## src/rtl/load_store_unit_pkg.sv

```systemverilog
`default_nettype none
// ============================================================================
// Module      : load_store_unit_pkg
// Description : Shared constants for the load/store unit: funct3 size/sign
//               encodings, FSM state encodings and small decode helpers.
// Revision    : 1.0 - initial release
// ============================================================================
package load_store_unit_pkg;

    // funct3 access size / sign encodings
    localparam logic [2:0] LSU_B  = 3'b000;
    localparam logic [2:0] LSU_H  = 3'b001;
    localparam logic [2:0] LSU_W  = 3'b010;
    localparam logic [2:0] LSU_BU = 3'b100;
    localparam logic [2:0] LSU_HU = 3'b101;

    // FSM state encodings
    localparam logic [1:0] LSU_IDLE   = 2'd0;
    localparam logic [1:0] LSU_ACCESS = 2'd1;
    localparam logic [1:0] LSU_DONE   = 2'd2;

    function automatic logic is_byte(input logic [2:0] f3);
        return (f3 == LSU_B) || (f3 == LSU_BU);
    endfunction

    function automatic logic is_half(input logic [2:0] f3);
        return (f3 == LSU_H) || (f3 == LSU_HU);
    endfunction

endpackage
`default_nettype wire

```

## src/rtl/load_store_unit_aligner.sv

```systemverilog
`default_nettype none
// ============================================================================
// Module      : load_data_aligner
// Description : Combinational load-data extraction. Selects the byte or
//               halfword addressed by i_addr_lo out of the read word and
//               sign- or zero-extends it according to i_funct3. Reserved
//               funct3 values return the full word.
// Ports       : i_rdata   [31:0] read word from memory
//               i_addr_lo [1:0]  low address bits of the access
//               i_funct3  [2:0]  access size / sign
//               o_data    [31:0] extended load result
// Revision    : 1.0 - initial release
// ============================================================================
module load_data_aligner
    import load_store_unit_pkg::*;
(
    input  logic [31:0] i_rdata,
    input  logic [1:0]  i_addr_lo,
    input  logic [2:0]  i_funct3,
    output logic [31:0] o_data
);

    logic [7:0]  w_byte;
    logic [15:0] w_half;

    always_comb begin
        w_byte = i_rdata[{i_addr_lo, 3'b000} +: 8];
        // Halfwords only look at bit 1; bit 0 is ignored for alignment.
        w_half = i_addr_lo[1] ? i_rdata[31:16] : i_rdata[15:0];
        case (i_funct3)
            LSU_B:   o_data = {{24{w_byte[7]}}, w_byte};
            LSU_BU:  o_data = {24'h000000, w_byte};
            LSU_H:   o_data = {{16{w_half[15]}}, w_half};
            LSU_HU:  o_data = {16'h0000, w_half};
            default: o_data = i_rdata;
        endcase
    end

endmodule
`default_nettype wire

```

## src/rtl/load_store_unit.sv

```systemverilog
`default_nettype none
// ============================================================================
// Module      : load_store_unit
// Description : Data-memory access sequencer. Latches a load/store request
//               from the control unit, runs a req/ack handshake to data
//               memory with byte-lane steering on stores and aligned,
//               extended results on loads, and aborts an access that gets
//               no ack within TIMEOUT_CYCLES cycles.
// Macro       : LSU_MISALIGN_CHECK_EN - when defined, misaligned halfword /
//               word accesses are rejected without a memory request and
//               flagged on 'misaligned'. Undefined: ignored address bits are
//               forced and the access proceeds.
// Ports       : clk, reset_n (async, active low)
//               memory_read/memory_write/funct3/address/store_data - request
//               read_done/write_done/load_data - completion to control unit
//               bus_error/misaligned - one-cycle error pulses
//               mem_req/mem_we/mem_addr/mem_wdata/mem_wstrb - memory request
//               mem_ack/mem_rdata - memory response
// Revision    : 1.0 - initial release
// ============================================================================
module load_store_unit
    import load_store_unit_pkg::*;
#(
    parameter int unsigned TIMEOUT_CYCLES = 255
) (
    input  logic        clk,
    input  logic        reset_n,
    input  logic        memory_read,
    input  logic        memory_write,
    input  logic [2:0]  funct3,
    input  logic [31:0] address,
    input  logic [31:0] store_data,
    output logic        read_done,
    output logic        write_done,
    output logic [31:0] load_data,
    output logic        bus_error,
    output logic        misaligned,
    output logic        mem_req,
    output logic        mem_we,
    output logic [31:0] mem_addr,
    output logic [31:0] mem_wdata,
    output logic [3:0]  mem_wstrb,
    input  logic        mem_ack,
    input  logic [31:0] mem_rdata
);

    // Last counter value at which an un-acked ACCESS cycle still ends in abort
    localparam logic [15:0] c_timeout_last = 16'(TIMEOUT_CYCLES - 1);

    logic [1:0]  r_state;
    logic [1:0]  w_state_nxt;
    logic [15:0] r_cnt;
    logic        r_we;
    logic [2:0]  r_funct3;
    logic [1:0]  r_addr_lo;
    logic [31:0] r_addr;
    logic [31:0] r_wdata;
    logic [3:0]  r_wstrb;
    logic [31:0] r_load_data;
    logic        r_bus_error;
    logic        r_misaligned;

    logic        w_req_valid;
    logic        w_misalign;
    logic        w_timeout;
    logic [3:0]  w_wstrb;
    logic [31:0] w_wdata;
    logic [31:0] w_aligned;

    assign w_req_valid = memory_read | memory_write;
    assign w_timeout   = (r_cnt == c_timeout_last);

`ifdef LSU_MISALIGN_CHECK_EN
    assign w_misalign = (is_half(funct3) && address[0]) ||
                        (!is_byte(funct3) && !is_half(funct3) && (address[1:0] != 2'b00));
`else
    assign w_misalign = 1'b0;
`endif

    // Store lane steering; data is replicated so the strobe alone selects lanes.
    always_comb begin
        w_wstrb = 4'b1111;
        w_wdata = store_data;
        if (is_byte(funct3)) begin
            w_wstrb = 4'b0001 << address[1:0];
            w_wdata = {4{store_data[7:0]}};
        end else if (is_half(funct3)) begin
            w_wstrb = address[1] ? 4'b1100 : 4'b0011;
            w_wdata = {2{store_data[15:0]}};
        end
        if (!memory_write) begin
            w_wstrb = 4'b0000;
        end
    end

    load_data_aligner u_aligner (
        .i_rdata   (mem_rdata),
        .i_addr_lo (r_addr_lo),
        .i_funct3  (r_funct3),
        .o_data    (w_aligned)
    );

    always_comb begin
        w_state_nxt = r_state;
        case (r_state)
            LSU_IDLE: begin
                if (w_req_valid) begin
                    w_state_nxt = w_misalign ? LSU_DONE : LSU_ACCESS;
                end
            end
            LSU_ACCESS: begin
                if (mem_ack || w_timeout) begin
                    w_state_nxt = LSU_DONE;
                end
            end
            LSU_DONE:  w_state_nxt = LSU_IDLE;
            default:   w_state_nxt = LSU_IDLE;
        endcase
    end

    always_ff @(posedge clk or negedge reset_n) begin
        if (!reset_n) begin
            r_state      <= LSU_IDLE;
            r_cnt        <= 16'h0000;
            r_we         <= 1'b0;
            r_funct3     <= LSU_W;
            r_addr_lo    <= 2'b00;
            r_addr       <= 32'h0000_0000;
            r_wdata      <= 32'h0000_0000;
            r_wstrb      <= 4'b0000;
            r_load_data  <= 32'h0000_0000;
            r_bus_error  <= 1'b0;
            r_misaligned <= 1'b0;
        end else begin
            r_state      <= w_state_nxt;
            r_bus_error  <= 1'b0;
            r_misaligned <= 1'b0;
            case (r_state)
                LSU_IDLE: begin
                    if (w_req_valid) begin
                        r_we      <= memory_write;
                        r_funct3  <= funct3;
                        r_addr_lo <= address[1:0];
                        r_addr    <= {address[31:2], 2'b00};
                        r_wdata   <= w_wdata;
                        r_wstrb   <= w_wstrb;
                        r_cnt     <= 16'h0000;
                        if (w_misalign) begin
                            r_misaligned <= 1'b1;
                            if (!memory_write) begin
                                r_load_data <= 32'h0000_0000;
                            end
                        end
                    end
                end
                LSU_ACCESS: begin
                    // An ack on the final allowed cycle wins over the abort.
                    if (mem_ack) begin
                        if (!r_we) begin
                            r_load_data <= w_aligned;
                        end
                    end else if (w_timeout) begin
                        r_bus_error <= 1'b1;
                        if (!r_we) begin
                            r_load_data <= 32'h0000_0000;
                        end
                    end else begin
                        r_cnt <= r_cnt + 16'h0001;
                    end
                end
                default: begin
                end
            endcase
        end
    end

    // Derived from the async-reset state so reset drops the request at once.
    assign mem_req    = (r_state == LSU_ACCESS);
    assign mem_we     = r_we;
    assign mem_addr   = r_addr;
    assign mem_wdata  = r_wdata;
    assign mem_wstrb  = r_wstrb;
    assign read_done  = (r_state == LSU_DONE) && !r_we;
    assign write_done = !((r_state == LSU_ACCESS) && r_we);
    assign load_data  = r_load_data;
    assign bus_error  = r_bus_error;
    assign misaligned = r_misaligned;

endmodule
`default_nettype wire
```

## config.mk

```make
export PLATFORM = sky130hd
export DESIGN_NAME = load_store_unit
export DESIGN_NICKNAME = d
export VERILOG_FILES = /design/src/rtl/load_store_unit_pkg.sv /design/src/rtl/load_store_unit_aligner.sv /design/src/rtl/load_store_unit.sv
export SDC_FILE = /design/constraint.sdc
export NUM_CORES = 1
export LEC_CHECK = 0
export ABC_AREA = 1
export CORE_UTILIZATION = 45
export CTS_CLUSTER_DIAMETER = 200
export DETAILED_ROUTE_END_ITERATION = 7
export PLACE_DENSITY = 0.83
export SLEW_MARGIN = 5
export SYNTH_ARGS = -nofsm -noshare
export SYNTH_HDL_FRONTEND = slang
export SYNTH_HIERARCHICAL = 1
export SYNTH_SLANG_ARGS = --single-unit
```

## constraint.sdc

```tcl
create_clock -name clk -period 2.4 [get_ports clk]
set_input_delay 0.24 -clock clk [delete_from_list [all_inputs] [get_ports clk]]
set_output_delay 0.24 -clock clk [all_outputs]
set_load 0.01 [all_outputs]
```

==> results of run 1 <==
-- final cells by class --
type                            instances  area, sq um  share of cell area [%]
Sequential cell                       123         3079                   33.98
Multi-Input combinational cell        607         2779                   30.67
Timing Repair Buffer                  222         2220                   24.50
Clock buffer                           21        460.4                   5.081
Tap cell                              176        220.2                   2.430
Inverter                               48        182.7                   2.016
Clock inverter                         11        120.1                   1.326
-- stage by stage --
step                hold WS (ns)  total power, W  util, %  std cells  cell area, sq um
detailed placement        0.2431        0.008585    62.97       1175              8471
floorplan               -0.05559        0.006217        -        830              6325
global placement          0.2369        0.008477    62.97       1175              8471
global route              0.3684         0.01186    67.35       1208              9061
CTS                       0.3385         0.01115    67.35       1208              9061
finish                    0.3273         0.01109    67.35       1208              9061
-- cells in the mapped netlist --
cell / n
a21oi_1: 19
a31oi_1: 9
a41oi_1: 8
and2_4: 1
buf_1: 3
buf_2: 19
buf_4: 5
buf_6: 7
clkbuf_1: 18
clkinv_1: 3
conb_1: 1
dfrtp_1: 122
dfstp_2: 1
ha_1: 2
inv_1: 38
inv_2: 6
inv_4: 1
nand2_1: 314
nand2_2: 6
nand2_4: 1
nand3_1: 62
nand3_2: 10
nand4_1: 34
nor2_1: 56
nor2_2: 2
nor2_4: 1
nor3_1: 6
nor3_2: 1
nor4_1: 1
o211ai_1: 2
o21ai_0: 46
o21ai_1: 12
o21bai_1: 1
o22ai_1: 1
or2_1: 4
or2_2: 5
-- registers in the layout, indices dropped and copies added, names as in the netlist --
| signal | flops |
|---|---|
| bus_error | 1 |
| load_data | 32 |
| mem_addr | 30 |
| mem_wdata | 32 |
| mem_we | 1 |
| mem_wstrb | 4 |
| r_addr_lo | 2 |
| r_cnt | 16 |
| r_funct3 | 3 |
| r_state | 2 |
-- cells in the final DEF (no fill, tap or decap), types with 2 or more instances in the layout --
master | netlist | routed
clkbuf_8 | 0 | 2
nand2_2 | 6 | 6
buf_4 | 5 | 13
ha_1 | 2 | 2
a31oi_1 | 9 | 9
clkbuf_1 | 18 | 2
nand2_1 | 314 | 314
clkinv_2 | 0 | 4
inv_2 | 6 | 6
conb_1 | 1 | 3
or2_2 | 5 | 5
nand3_2 | 10 | 10
bufinv_16 | 0 | 2
nand3_1 | 62 | 62
clkinv_1 | 3 | 3
dfrtp_1 | 122 | 122
nor3_1 | 6 | 6
inv_1 | 38 | 38
a41oi_1 | 8 | 8
nor2_1 | 56 | 56
clkinvlp_4 | 0 | 3
o21ai_1 | 12 | 12
a21oi_1 | 19 | 19
clkbuf_16 | 0 | 17
nand4_1 | 34 | 34
o21ai_0 | 46 | 46
clkinv_4 | 0 | 2
buf_12 | 0 | 3
o211ai_1 | 2 | 2
nor2_2 | 2 | 2
or2_1 | 4 | 4
clkdlybuf4s50_1 | 0 | 205
-- power by group through the flow --
stage	clock (W)	combinational, W	sequential [W]
after floorplan	0	0.00245	0.00377
after global placement	0	0.00492	0.00355
after detailed placement	0	0.00503	0.00356
after CTS	0.00254	0.00505	0.00356
after global routing	0.00265	0.00553	0.00367
final	0.00250	0.00503	0.00356
-- critical path: stages, from the launching register on --
cell and delay (ns):
dfrtp_1 0.43, inv_2 0.08, nor2_4 0.31, nand2_1 0.16
clkdlybuf4s50_1 0.51
-- metal layers --
metal	global-route usage, %	up-vias	share of wire, %
met2	43.07	261	49
li1	-	3077	-
met3	8.443	35	8.7
met5	0	-	0
met1	32.20	2919	40
met4	10.88	0	2.4
-- worst max path at each step --
stage / startpoint / endpoint / slack [ns] / depth (start not counted)
5_1_grt: r_state[1]$_DFFE_PN0P_ / write_done / 0.17 / 3
3_5_place_dp: memory_write / r_cnt[14]$_DFFE_PN0P_ / 0.51 / 7
4_1_cts: r_state[1]$_DFFE_PN0P_ / write_done / 0.24 / 3
2_1_floorplan: r_cnt[0]$_DFFE_PN0P_ / load_data[1]$_DFFE_PN0P_ / 0.98 / 10
6_report: r_state[0]$_DFFE_PN0P_ / write_done / 0.25 / 4
3_3_place_gp: memory_write / r_cnt[14]$_DFFE_PN0P_ / 0.57 / 7
-- cell families (layout without fill, tap and decap cells) --
| family | after synthesis | after routing | synth area share [%] |
|---|---|---|---|
| compound gates | 98 | 98 | 8.556 |
| fa+ha+maj | 2 | 2 | 0.3961 |
| buf+inv | 100 | 302 | 7.487 |
| flops | 123 | 123 | 48.74 |
| other cells | 1 | 3 | 0.05936 |
| simple gates | 504 | 504 | 34.76 |
==> results.yml, run 1 <==
logic_synthesis:
  yosys.area.top_type: "dfrtp_1"
  ys_seq_area_share_pct: 48.74
  syn-instance-count: 828
  synth_area_per_cell_sq_um: 7.630
  ys_warn_count: 6
  netlist_area_sq_um: 6317
  netlist_top_cells_area: "dfrtp_1, nand2_1, nand3_1"
  ys_ff_latch: 123
  yosysUniqueCellTypes: 36
  yosysTopAreaCellShare_pct: 48.33
timing:
  setup_tns_ns: 0
  fin_crit_sh_pct: 89.60
  period_needed_ns: 2.150
  setup_viol: 0
  setup_ws_ns: 0.2496
  clock.fmax_ghz: 0.4650
  max_slew_margin_pct: 55.88
  rsz0062_at_grt: "false"
  hold_viol_final: 0
  fin_worst_skew_ns: 0.006512
  finalMaxSlewViolations: 0
  tightestPinTransition_ns: 0.6618
drt:
  vias: 6292
  drt_iter0_markers: 463
  routed_wl_um: 18140
  drc: 0
  drtAntennaViolNets: 0
  drt-pass1-iter-count: 5
  routedWlPerCell_um: 15.01
  via_per_inst: 5.209
clocking:
  cts_made_buffers: 17
  clk_path_buf_depth: 2
  ctsRootBufferMaster: "clkbuf_16"
  cts_tree: "yes"
  clk_pin_slew_ns: 0.06
  cts_hold_buf: 1
  clock-sinks: 123
  clock_latency_ns: 0.42
  h-tree-depth: 4
  post_cts_resized: 0
  post_cts_buffers: 0
power_and_ir_drop:
  clockPowerShare_pct: 22.5
  p_per_area_nw_per_um2: 1224
  seqPwrFrac_pct: 32.1
  intPower_w: 0.006883
  ir_drop_v: 0.0006242
  combPwrFrac_pct: 45.3
  switching_share_pct: 37.94
  p_leak_nw: 4.261
  power.switching_w: 0.004207
final_layout:
  drive_gt1_share_pct: 7.849
  fillerInstances: 1152
  antenna_cells: 0
  nNetsFinal: 1125
  area_delta_synth_final_pct: 43.43
worst_setup_path:
  worst-r2r-setup-slack_ns: 0.51
  worstPathRequired_ns: 2.16
  worstSetupPathType: "reg2out"
  arrival_ns: 1.91
  r2r_start: "r_cnt[0]$_DFFE_PN0P_"
  path_max_fanout: 14
  reg2reg_to: "load_data[5]$_DFFE_PN0P_"
  critPathLaunchType: "flop"
  critical_path.endpoint_type: "output port"
  rr_worst_depth: 9
grt:
  grt_first_pass_wirelength_um: 29790
  grt.overflow.total: 0
  grt_pass1_vias: 6099
  track_usage_pct: 26.38
  antenna_found_initial: 0
  grt_start_max_net_pins: 66
worst_hold_path:
  min_path_type: "in2async"
placed_design:
  port_buffers: 206
  dp_slack_ns: 0.5062
  gp_congestion: 0.8919
  dp_hpwl_um: 13030
outcome:
  status: "finished, final reports clean"
floorplan:
  initial_core_util_pct: 46.96
  die_h_um: 120.5
  fp-row-count: 42
  die-area_sq_um: 14520
  ios: 210
  core_area_sq_um: 13450
  die_w_um: 120.5
flow_run:
  drv_cap: 0
No activity file was read; power rests on OpenSTA's default activity.
==> run 2, diff against run 1 <==
SLEW_MARGIN = 40   (was 5)
==> results of run 2 <==
Same layout as run 1: the final DEF is identical, and so are final timing and power.
==> run 3, diff against run 2 <==
CTS_CLUSTER_SIZE = 16   (was unset)
==> results of run 3 <==
Same layout as run 1: the final DEF is identical, and so are final timing and power.
